### src/rtl/parking_controller.sv
// ============================================================================
// parking_controller
// ----------------------------------------------------------------------------
// Occupancy counter and entry-gate sequencer for the parking lot.
//
// The one-cycle "car entered" / "car exited" pulses from the entry/exit
// sensor FSM are the authoritative source for the number of cars inside.
// The entry barrier opens on a driver request only while a space will be
// free, and closes again once a car passes or after a timeout.
//
// Parameters
//   CAPACITY      maximum number of cars (1 .. 2**CNT_W-1)
//   CNT_W         width of the occupancy count
//   GATE_TIMEOUT  cycles the gate stays open with no car passing (>= 1)
//
// Ports
//   clk        in   1      system clock, rising edge
//   reset      in   1      synchronous, active-high reset
//   entry_req  in   1      driver request to open the entry gate
//   car_in     in   1      1-cycle pulse: car fully entered
//   car_out    in   1      1-cycle pulse: car fully exited
//   gate_open  out  1      registered, 1 = entry barrier raised
//   count      out  CNT_W  registered number of cars inside
//   full       out  1      count == CAPACITY
//   empty      out  1      count == 0
//   reject     out  1      1-cycle pulse: request refused, lot full
//   timeout    out  1      1-cycle pulse: gate closed with no car passing
//   err_ovf    out  1      1-cycle pulse: car_in while already full
//   err_unf    out  1      1-cycle pulse: car_out while already empty
// ============================================================================
module parking_controller #(
    parameter int CAPACITY     = 16,
    parameter int CNT_W        = 5,
    parameter int GATE_TIMEOUT = 8
) (
    input  logic             clk,
    input  logic             reset,
    input  logic             entry_req,
    input  logic             car_in,
    input  logic             car_out,
    output logic             gate_open,
    output logic [CNT_W-1:0] count,
    output logic             full,
    output logic             empty,
    output logic             reject,
    output logic             timeout,
    output logic             err_ovf,
    output logic             err_unf
);

    localparam int TIMER_W = $clog2(GATE_TIMEOUT + 1);

    localparam logic [CNT_W-1:0]   CAP_VAL    = CNT_W'(CAPACITY);
    localparam logic [TIMER_W-1:0] TIMER_LOAD = TIMER_W'(GATE_TIMEOUT - 1);

    typedef enum logic {
        G_CLOSED = 1'b0,
        G_OPEN   = 1'b1
    } gate_state_t;

    gate_state_t        state;
    logic [TIMER_W-1:0] timer;

    logic [CNT_W-1:0] countNext;
    logic             ovfNext;
    logic             unfNext;

    // Work out what the occupancy count becomes at this edge. Simultaneous
    // entry and exit cancel out, and the count saturates at both ends
    // instead of wrapping; hitting an end flags the matching error so the
    // sensor problem can be reported one cycle later.
    always_comb begin
        countNext = count;
        ovfNext   = 1'b0;
        unfNext   = 1'b0;
        if (car_in && !car_out) begin
            if (count == CAP_VAL) begin
                ovfNext = 1'b1;
            end else begin
                countNext = count + CNT_W'(1);
            end
        end else if (car_out && !car_in) begin
            if (count == '0) begin
                unfNext = 1'b1;
            end else begin
                countNext = count - CNT_W'(1);
            end
        end
    end

    // Occupancy register and its error pulses. This runs independently of
    // the gate, since cars can be counted whether or not the barrier moved.
    always_ff @(posedge clk) begin
        if (reset) begin
            count   <= '0;
            err_ovf <= 1'b0;
            err_unf <= 1'b0;
        end else begin
            count   <= countNext;
            err_ovf <= ovfNext;
            err_unf <= unfNext;
        end
    end

    // Gate sequencer. A request is judged against the count that is about
    // to be stored, so a car arriving in the same cycle as the request that
    // fills the last space causes a reject. While the gate is open, a
    // passing car closes it immediately and wins over an expiring timer.
    // The timer loads GATE_TIMEOUT-1 and closes on reaching zero, so an
    // unused gate stays up for exactly GATE_TIMEOUT cycles.
    always_ff @(posedge clk) begin
        if (reset) begin
            state     <= G_CLOSED;
            timer     <= '0;
            gate_open <= 1'b0;
            reject    <= 1'b0;
            timeout   <= 1'b0;
        end else begin
            reject  <= 1'b0;
            timeout <= 1'b0;
            case (state)
                G_CLOSED: begin
                    if (entry_req) begin
                        if (countNext < CAP_VAL) begin
                            state     <= G_OPEN;
                            timer     <= TIMER_LOAD;
                            gate_open <= 1'b1;
                        end else begin
                            reject <= 1'b1;
                        end
                    end
                end
                G_OPEN: begin
                    if (car_in) begin
                        state     <= G_CLOSED;
                        gate_open <= 1'b0;
                    end else if (timer == '0) begin
                        state     <= G_CLOSED;
                        gate_open <= 1'b0;
                        timeout   <= 1'b1;
                    end else begin
                        timer <= timer - TIMER_W'(1);
                    end
                end
                default: begin
                    state     <= G_CLOSED;
                    gate_open <= 1'b0;
                end
            endcase
        end
    end

    // Status flags decoded straight from the count register.
    assign full  = (count == CAP_VAL);
    assign empty = (count == '0);

endmodule
### config.mk
export PLATFORM = sky130hd
export DESIGN_NAME = parking_controller
export DESIGN_NICKNAME = d
export VERILOG_FILES = /design/src/rtl/parking_controller.sv
export SDC_FILE = /design/constraint.sdc
export NUM_CORES = 1
export LEC_CHECK = 0
export ABC_AREA = 1
export CAP_MARGIN = 30
export CORE_MARGIN = 3
export CORE_UTILIZATION = 51
export CTS_BUF_LIST = sky130_fd_sc_hd__clkbuf_8
export DETAILED_ROUTE_END_ITERATION = 6
export DONT_BUFFER_PORTS = 1
export PLACE_DENSITY_LB_ADDON = 0.15
export SYNTH_ARGS = -nofsm -noshare
export SYNTH_HDL_FRONTEND = slang
export SYNTH_SLANG_ARGS = --single-unit
### constraint.sdc
create_clock -name clk -period 3 [get_ports clk]
set_clock_uncertainty 0.05 [all_clocks]
set_input_delay 0.45 -clock clk [delete_from_list [all_inputs] [get_ports clk]]
set_output_delay 0.45 -clock clk [all_outputs]
set_load 0.02 [all_outputs]
; Word-level counts from Yosys, hierarchy flattened
; Cells that the tools add are included.
[classes]
n_mux = 23
order_cmp = 1
n_addsub = 3
n_eq_ne = 6
reduce_logical = 12
n_bitwise = 4
[op_table]
columns = cell, n
row1 = 2-to-1 mux 5 bit, 4
row2 = 2-to-1 mux 4 bit, 4
row3 = 2-to-1 mux 1 bit, 12
row4 = OR reduction 3 bit, 3
row5 = != test 2 bit (second input constant), 4
row6 = case mux 4 bit (2 select lines), 1
row7 = adder 5 x 1 -> 5 bit (second input constant), 1
row8 = equality test 5 bit (second input constant), 1
row9 = zero test 5 bit, 1
row10 = less-than comparator 5 bit (second input constant), 1
row11 = subtractor 5 x 1 -> 5 bit (second input constant), 1
row12 = zero test 4 bit, 1
row13 = inverter 1 bit, 4
row14 = case mux 1 bit (2 select lines), 2
row15 = AND reduction 4 bit, 1
row16 = subtractor 4 x 1 -> 4 bit (second input constant), 1
row17 = != test 3 x 2 -> 1 bit (second input constant), 1
row18 = AND reduction 3 bit, 1
row19 = logical AND 1 bit, 2
row20 = zero test 1 bit, 2
row21 = OR reduction 2 bit, 1
[word_totals]
inputBits = 5
out_inout_bits = 12
wordCells = 57
register_bits = 15

; Logic depth before layout (Yosys ltp)
[depth]
ltp_word = 8
depth_mapped = 12
mapped_depth_nobuf = 12

; Least setup slack after synthesis
; No wires, ideal clock.
[synth_path]
path_kind = flip-flop to output port
start = register count[0]
end = output port empty
t_arrival_ns = 1.115
slack_ns = 1.385
path_stages_with_launch = 7
required_ns = 2.500
cell_sequence = dfxtp_1 > inv_1 > ha_1 > nand2_1 > nor2_2 > nand2_1 > inv_1
[synth_via]
elab_chain_cells = 1
[synth_lines]
columns = item, line
row1 = "start, declared", 42  ; output logic [CNT_W-1:0] count,
row2 = "start signal, assigned", 99  ; count <= countNext;
row3 = zero test 5 bit, 155  ; assign empty = (count == '0);
row4 = "end, declared", 44  ; output logic empty,
; No other way between the ends.

; Worst setup path after layout
; Same ends and word-level chain as after synthesis.

==> results.md <==
* Largest family of logic cells by synthesized area: simple AND/OR/NAND/NOR gates
* Share of the yosys chip area belonging to registers at 33.1%
* Area share of the largest cell type after synthesis at 33.1%
* Synth Area per Inst at roughly 7.3 um2
* Reg2Reg Depth at 9
* WHS at about 0.21 ns
* Total clock buffers created by CTS at 3
* P_leak at ~0.44 nW
* Grt met3 use at 4.80%
* Pre-CTS WS at between 1 and 1.5 ns
* Slew @ Worst Pin at approximately 0.58 ns
* Placed inst area at between 900 and 1000 um2
* Synth cell types at 26
* Die Height at 48.1 um
* Ys flop type: dfxtp_1
* Reg area at ~300 um2
* Number of global-route vias before repair at just over 700
* Mapped Cells at 124
* Routed WL at 1690 um
* CP max FO at 5
* Post-synth net total at between 100 and 150
* Drt first pass iters at 2
* Design Power at about 0.61 mW
* Starting density of the core at 56.8%
* Vias per inst at 5.01
* Layout cells sized above 1 at 19.2%
* Met1 Use GR at about a fifth
* Total I/O pin count at 17
* Core area at between 1500 and 2000 um2
* WL per Instance at around 11 um
* Net count, final at 136
* Row count at 14
* Synth Cell Area at roughly 910 um2
* Crit path arrival time at about 1.5 ns
* Max Fclk at ~0.50 GHz
* Max Root-Sink Buffers at 2
* Post-Synth XOR/XNOR Area at around 4.8%
* FFs w/ async S/R, synth at 0%
* Die ar. at roughly 2300 um2
* P_sw at 0.235 mW
* Detail Route Antenna Nets at 0
* Global routing's busiest layer: met2
* Clk pwr share at ~27%
* Sw Ratio at between 30% and 40%
* Via Count at ~750
* Synth-to-Final Area Change at 5.94%
* Post-synth EDFFs at 0
* Endpoints failing setup at 0
* Ys Warns at 0
* Peak supply drop at roughly 0.37 mV
* Post-layout util at between 60% and 70%
* Die Wd at 48.1 um
* Port Buf Inserts at 0
* Worst hold path type: input pin to flip-flop
* Hold Path Depth at 1
* Final setup margin at approximately 1 ns
* Min Tclk post-route at between 1.5 and 2 ns
* Synth Area in Compound Gates at under 10%
* Post-synth top cells: nand2_1 (21), inv_1 (17), dfxtp_1 (15)
* Logic pwr share at between 20% and 30%
* Synth top area cells: dfxtp_1 (33%), nand2_1 (8.7%), inv_1 (7.0%)
* Setup TNS at 0 ns
* Total routing usage reported by global routing at 17.1%
* Clock Sinks at 15
* Post-route insts no fill at 149
* Initial DRC count at 5
* Clk Latency, worst-skew pair at around 0.25 ns
* Crit start category: flip-flop
* Synth area leader: dfxtp_1
* Slew Limit Fails at 0
* Initial antenna violation count at 0
* Area occupied by multi-input gates at between 500 and 600 um2
* RSZ-0062 raised after global routing: false
* Cts hold-fix bufs at 0
* Total grt overflow at 0
* First-pass GRT wire length at approximately 2800 um
* Synth Area in Adders at under 10%
* Placed Cells at ~150
* CP Data Required Time at between 2 and 3 ns
* Power Density at approximately 640 nW/um2
* Clock transition at path regs at 0.06 ns
* H-tree Lvls at 1
* Clk root buf: clkbuf_8
* Count leader, synth: nand2_1
* Cts repair resizes at 0
* GPL Wtd Cong at approximately 0.93
* Number of max-cap violations at 0
* DRC Markers at 0
* Crit Path Category: flip-flop to output pin
* Post-layout instance area at between 900 and 1000 um2
* Crit end category: output pin
* Fraction of synthesized area in multiplexers at 0%
* Slew margin rel. at a little over 60%
* Fillcell total at between 150 and 200
* Yosys reg bits at 15
* Antenna Diode Count at 0
* M2 GR Usage at approximately 30%
* Crit share post-route at roughly two thirds
* Final hold viol count at 0
* Power Internal at roughly 0.38 mW
* Post CTS Setup Buffer Count at 0
* Hpwl dp at approximately 1300 um
* CTS tree: built
* Flop pwr share at a little over two fifths
* Simple-Gate Fraction of Synth Area at a little over a third
* Largest net degree at the start of global routing at 13
* Status: completed
==> metal layers <==
metal,wire length (um),vias to the layer above
met5,0,-
met4,29,0
met3,54,4
met2,884,13
met1,716,337
li1,-,393
==> kinds of logic after synthesis <==
| logic type | after synthesis |
|---|---|
| and+or+nand+nor | 62 |
| AOI/OAI and AO/OA | 14 |
| buffers and inverters | 23 |
| adders and majority gates | 5 |
| DFF | 15 |
| xor gates and xnor gates | 5 |
==> power groups by stage <==
stage / Sequential, mW / Clock, mW / Combinational (mW)
floorplan: 0.255 / 0 / 0.179
detailed placement: 0.273 / 0 / 0.182
global placement: 0.273 / 0 / 0.177
CTS: 0.269 / 0.169 / 0.183
global route: 0.273 / 0.177 / 0.207
finish: 0.269 / 0.165 / 0.182
==> sequential cells by signal (all words and copies together) (netlist names) <==
register and cells:
count 5, timer 4, err_ovf 1, err_unf 1, gate_open 1, reject 1
state 1, timeout 1
==> worst max-delay path, cell delays in order (launching register included) <==
cell and delay (ns):
dfxtp_1 0.51, inv_1 0.13, ha_1 0.26, nand2_1 0.09
nor2_2 0.05, nand2_1 0.10, inv_1 0.11
==> placed cells by master, fill, tap and decap left out, drive strengths merged, types with 3 or more instances in the layout <==
cell,count
ha,5
o21ai,5
clkbuf,3
xor2,3
inv,20
a21oi,8
nand2,28
nor2,16
dfxtp,15
nand3,12
==> cell type report <==
| class | count | share of cell area [%] |
|---|---|---|
| Multi-Input combinational cell | 86 | 52.9 |
| Inverter | 20 | 7.82 |
| Tap cell | 24 | 3.13 |
| Clock buffer | 3 | 4.30 |
| Sequential cell | 15 | 31.3 |
| Clock inverter | 1 | 0.522 |
==> path summary, 6_finish.rpt <==
kind,startpoint,to,slack (ns)
max,count[0],empty,1.01
min,reset,timer[2],0.21
min reg2reg,timer[1],timer[1],0.40
max reg2reg,count[0],count[3],1.23
No activity file was read; power rests on OpenSTA's default activity.
